## config.mk

```make
export PLATFORM = sky130hd
export DESIGN_NAME = mem_port_arbiter
export DESIGN_NICKNAME = d
export VERILOG_FILES = /design/src/rtl/mem_port_arbiter.sv
export SDC_FILE = /design/constraint.sdc
export NUM_CORES = 1
export LEC_CHECK = 0
export CELL_PAD_IN_SITES_DETAIL_PLACEMENT = 1
export CELL_PAD_IN_SITES_GLOBAL_PLACEMENT = 2
export CORE_MARGIN = 1.5
export CORE_UTILIZATION = 10
export DETAILED_ROUTE_END_ITERATION = 10
export MAX_ROUTING_LAYER = met4
export PLACE_DENSITY = 0.87
export SLEW_MARGIN = 10
export SYNTH_ARGS = -nofsm -noshare
export SYNTH_HDL_FRONTEND = slang
export SYNTH_SLANG_ARGS = --single-unit
```

## constraint.sdc

```tcl
create_clock -name clk_i -period 2 [get_ports clk_i]
set_input_delay 0.6 -clock clk_i [delete_from_list [all_inputs] [get_ports clk_i]]
set_output_delay 0.6 -clock clk_i [all_outputs]
set_load 0.05 [all_outputs]
```

## src/rtl/mem_port_arbiter.sv

```systemverilog
// Shares one single-port memory between the core and a DMA/debug loader; grant is same-cycle from req.
// Writes finish in the grant cycle; a read holds the port MEM_LAT cycles and rvalid pulses in the last one.
module mem_port_arbiter #(
   parameter int AW       = 14,
   parameter int MEM_LAT  = 1,
   parameter int MAX_WAIT = 8
) (
   input  logic          clk_i,
   input  logic          rst_n_i,
   input  logic          cpu_req_i,
   input  logic          cpu_we_i,
   input  logic [AW-1:0] cpu_addr_i,
   input  logic [31:0]   cpu_wdata_i,
   input  logic [3:0]    cpu_wmask_i,
   output logic          cpu_gnt_o,
   output logic          cpu_rvalid_o,
   input  logic          dma_req_i,
   input  logic          dma_we_i,
   input  logic [AW-1:0] dma_addr_i,
   input  logic [31:0]   dma_wdata_i,
   input  logic [3:0]    dma_wmask_i,
   output logic          dma_gnt_o,
   output logic          dma_rvalid_o,
   output logic [31:0]   rdata_o,
   output logic          mem_en_o,
   output logic          mem_we_o,
   output logic [AW-1:0] mem_addr_o,
   output logic [31:0]   mem_wdata_o,
   output logic [3:0]    mem_wmask_o,
   input  logic [31:0]   mem_rdata_i
);
   localparam int LW = $clog2(MEM_LAT + 1);
   localparam int SW = $clog2(MAX_WAIT + 1);

   typedef enum logic {IDLE, READ_WAIT} state_t;

   state_t        state_q;
   logic [LW-1:0] lat_q;
   logic [SW-1:0] starve_q, starve_d;
   logic          owner_q;
   logic          live_q;

   logic active, free, dma_win, cpu_win, rv_last;

   // live_q keeps every strobe quiet for the first cycle out of reset
   assign active  = rst_n_i & live_q;
   assign free    = active & (state_q == IDLE);
   assign dma_win = free & dma_req_i & (~cpu_req_i | (starve_q == SW'(MAX_WAIT)));
   assign cpu_win = free & cpu_req_i & ~dma_win;
   assign rv_last = active & (state_q == READ_WAIT) & (lat_q == LW'(1));

   assign cpu_gnt_o    = cpu_win;
   assign dma_gnt_o    = dma_win;
   assign mem_en_o     = cpu_win | dma_win;
   assign mem_we_o     = (cpu_win & cpu_we_i) | (dma_win & dma_we_i);
   assign mem_addr_o   = ({AW{cpu_win}} & cpu_addr_i)  | ({AW{dma_win}} & dma_addr_i);
   assign mem_wdata_o  = ({32{cpu_win}} & cpu_wdata_i) | ({32{dma_win}} & dma_wdata_i);
   assign mem_wmask_o  = ({4{cpu_win}}  & cpu_wmask_i) | ({4{dma_win}}  & dma_wmask_i);
   assign cpu_rvalid_o = rv_last & ~owner_q;
   assign dma_rvalid_o = rv_last & owner_q;
   assign rdata_o      = rv_last ? mem_rdata_i : '0;

   always_comb begin
      starve_d = starve_q;
      if (dma_win) begin
         starve_d = '0;
      end else if (dma_req_i && (starve_q != SW'(MAX_WAIT))) begin
         starve_d = starve_q + 1'b1;
      end
   end

   always_ff @(posedge clk_i) begin
      if (!rst_n_i) begin
         state_q  <= IDLE;
         lat_q    <= '0;
         starve_q <= '0;
         owner_q  <= 1'b0;
         live_q   <= 1'b0;
      end else begin
         live_q   <= 1'b1;
         starve_q <= starve_d;
         case (state_q)
            IDLE: begin
               if (mem_en_o && !mem_we_o) begin
                  owner_q <= dma_win;
                  lat_q   <= LW'(MEM_LAT);
                  state_q <= READ_WAIT;
               end
            end
            READ_WAIT: begin
               lat_q <= lat_q - 1'b1;
               if (lat_q == LW'(1)) begin
                  state_q <= IDLE;
               end
            end
            default: state_q <= IDLE;
         endcase
      end
   end
endmodule

```

==> results.json <==
{
  "avgSynthCellArea_um2": 6.261,
  "cts_tree": "yes",
  "cts-buffers-inserted": 3,
  "crit_type": "reg -> out",
  "stdcell_count": 731,
  "worstPathMaxFanout": 21,
  "yosysTopAreaCellShare_pct": 22.40,
  "r2r-start": "starve_q[0]",
  "p_sw_share_pct": 36.85,
  "drtIter0Drc": 110,
  "htree_levels": 1,
  "ys_warn_count": 0,
  "initial_utilization_pct": 10.27,
  "p_int_uw": 968.4,
  "cts.sinks": 8,
  "grt_max_degree": 33,
  "clockRootBuffer": "clkbuf_16",
  "rows": 47,
  "ctsLongestPathBuffers": 2,
  "max_freq_mhz": 415.1,
  "min_to": "live_q",
  "synth_area_leaders": "o211ai_1 (22%), a21oi_1 (16%), nand3_1 (16%), and2_1 (12%), dfxtp_1 (9.4%)",
  "grt_pass1_vias": 3738,
  "finalHoldViolCount": 0,
  "ff2ff_setup_slack_ns": 0.15,
  "vias": 3275,
  "die-area_um2": 17890,
  "dieHeight_um": 133.7,
  "worst_r2r_path_depth": 9,
  "start_kind": "register",
  "drv_slew": 0,
  "ff_latch_area_um2": 163.9,
  "port-buffer-count": 225,
  "setup_slack_ns": -0.4090,
  "ys_seq_elements": 8,
  "fp.dieW_um": 133.7,
  "ys_dominant_reg_cell": "dfxtp_1",
  "multi_input_area_um2": 2078,
  "finalPower_uw": 1533,
  "grt_pass1_wl_mm": 21.33,
  "slew_headroom_pct": 71.25,
  "finalWirelength_mm": 14.00,
  "antenna_found_initial": 0,
  "p_seq_share_pct": 11.4,
  "fillers": 1808,
  "setup_violations": 85,
  "overflow": 0,
  "critical_path_buf_inv_count": 3,
  "status": "complete, but fails checks",
  "rr_endpoint": "owner_q",
  "crit_chain": "inv_2 -> ha_4 -> and3b_2 -> buf_12 -> o211ai_1 -> a21oi_4 -> buf_12",
  "worst_ep_arrival_time_ns": 1.81,
  "clock_latency_ns": 0.23,
  "required_ns": 1.40,
  "seq_area_frac_synth_pct": 9.370,
  "p_clk_share_pct": 21.9,
  "dpl.cell_count": 713,
  "power_density_nw_per_um2": 243.1,
  "min_from": "rst_n_i",
  "ant_nets": 0,
  "fin_util_pct": 37.90,
  "p_switching_uw": 565.0,
  "syn_area_um2": 1709,
  "cp_top_family": "compound AO/OA/AOI/OAI gates",
  "slowest_delay_ns": 0.33,
  "synth_fp_nets": 413,
  "hold_depth": 2,
  "maxCapViolations": 0,
  "synthArstFlopShare_pct": 0,
  "clk_pin_slew_ns": 0.04,
  "post-route-drc-count": 0,
  "violations": "negative setup slack",
  "coreArea_um2": 16640,
  "dr.pass1.iters": 5,
  "syn_inst": 273,
  "dpl.hpwl_mm": 10.22,
  "place_congestion": 0.7339,
  "netlist-cell-type-count": 29,
  "crit_path_top_delay_cell": "dfxtp_2",
  "ir_drop_mv": 0.1822,
  "end_kind": "primary output",
  "p_leak_uw": 0.002187,
  "routed_via_density": 4.480,
  "io_pins": 226,
  "hp-class": "in -> reg",
  "layout-drive-gt1-share_pct": 46.97,
  "diodes": 0,
  "tightest_slew_ns": 0.4204,
  "grt_usage_pct": 15.45,
  "layout.nets": 653,
  "area_delta_synth_final_pct": 269.0,
  "synth_top_area_cell": "o211ai_1",
  "grt_setup_unrepaired": "true",
  "finalCritPeriodShare_pct": 120.4,
  "avgRoutedWirePerCell_um": 19.16,
  "comb_power_share_pct": 66.7,
  "period_minus_slack_ns": 2.409,
  "finClkSkew_ns": 0.003208,
  "cpMostUsedCell": "buf_12",
  "synth-edff-count": 0
}
==> area by class of cell <==
| class | instances | share of cell area, % |
|---|---|---|
| timing repair buffer | 271 | 58.52 |
| multi-input combinational | 224 | 32.95 |
| tap | 220 | 4.364 |
| sequential | 8 | 2.599 |
| clock buffer | 3 | 1.190 |
| inverter | 5 | 0.3769 |
==> worst max-delay path by stage <==
stage / to / from / cells after the start / slack [ns]
after floorplan: mem_wdata_o[14] / dma_req_i / 4 / -0.19
after global placement: cpu_rvalid_o / rst_n_i / 5 / -0.55
after detailed placement: cpu_rvalid_o / rst_n_i / 5 / -0.60
after CTS: mem_wdata_o[8] / starve_q[0] / 7 / -0.42
after global routing: mem_wdata_o[18] / starve_q[0] / 7 / -0.46
final: mem_wdata_o[1] / starve_q[0] / 7 / -0.41
==> what timing repair did <==
action,4_1_cts,5_1_grt
gates resized for setup,70,9
cloned,6,1
hold buffers,0,0
buffers inserted,8,3
setup endpoints to repair,88,88
pin swaps,24,21
==> metrics by stage <==
stage	setup WS, ns	TNS, ns	hold slack, ns	area, um2
2_1_floorplan	-0.1873	-5.390	0.4802	2402
3_3_place_gp	-0.5488	-44.27	0.5193	5862
3_5_place_dp	-0.5958	-47.66	0.5364	5862
4_1_cts	-0.4220	-20.74	0.5821	6306
5_1_grt	-0.4560	-25.38	0.5947	6307
6_report	-0.4090	-20.06	0.5937	6307
==> cells by family (layout without fill, tap and decap cells) <==
logic type	after synthesis	after routing	synth area share [%]
AO/OA/AOI/OAI	119	119	44.07
AND/OR/NAND/NOR	101	101	33.97
buffers and inverters	41	279	10.10
flip-flops	8	8	9.370
adder cells (fa/ha/maj)	2	2	1.464
XOR/XNOR	2	2	1.025
==> power groups by stage <==
stage | clock (uW) | combinational (uW) | sequential, uW
CTS | 342 | 1010 | 174
global placement | 0 | 944 | 175
finish | 336 | 1020 | 175
floorplan | 0 | 433 | 175
detailed placement | 0 | 973 | 175
global route | 352 | 1070 | 176
==> synthesized netlist by cell type, drive strengths merged, types with 3 or more instances <==
library cell / count
a21oi: 56
a211oi: 4
inv: 4
and2: 33
nand3: 54
clkbuf: 20
dfxtp: 8
buf: 16
o211ai: 51
o21ai: 4
nor2b: 3
==> metal layers <==
| metal | track usage [%] | part of all wire [%] | vias to the layer above |
|---|---|---|---|
| li1 | - | - | 1507 |
| met1 | 18.20 | 40 | 1604 |
| met2 | 28.41 | 54 | 150 |
| met3 | 1.446 | 4.6 | 14 |
| met4 | 3.080 | 1.7 | 0 |
| met5 | - | 0 | - |
==> state kept, by name, indices dropped and copies added (netlist names) <==
name	count
starve_q	4
owner_q	1
live_q	1
state_q	1
lat_q	1
==> placed cells by master, fill, tap and decap left out, types with 2 or more instances in the layout <==
| cell | instances |
|---|---|
| buf_4 | 28 |
| xor2_1 | 2 |
| buf_6 | 8 |
| nand2_1 | 2 |
| nand3_1 | 54 |
| clkdlybuf4s50_1 | 134 |
| a211o_1 | 2 |
| a21oi_1 | 4 |
| a21oi_4 | 51 |
| inv_4 | 2 |
| buf_8 | 4 |
| buf_16 | 4 |
| a211oi_1 | 3 |
| dfxtp_2 | 3 |
| o211ai_1 | 51 |
| dfxtp_1 | 5 |
| and2_4 | 33 |
| nor2b_1 | 2 |
| o21ai_0 | 4 |
| clkbuf_16 | 4 |
| buf_12 | 91 |
| inv_2 | 2 |
Power figures use the tool's default switching activity.
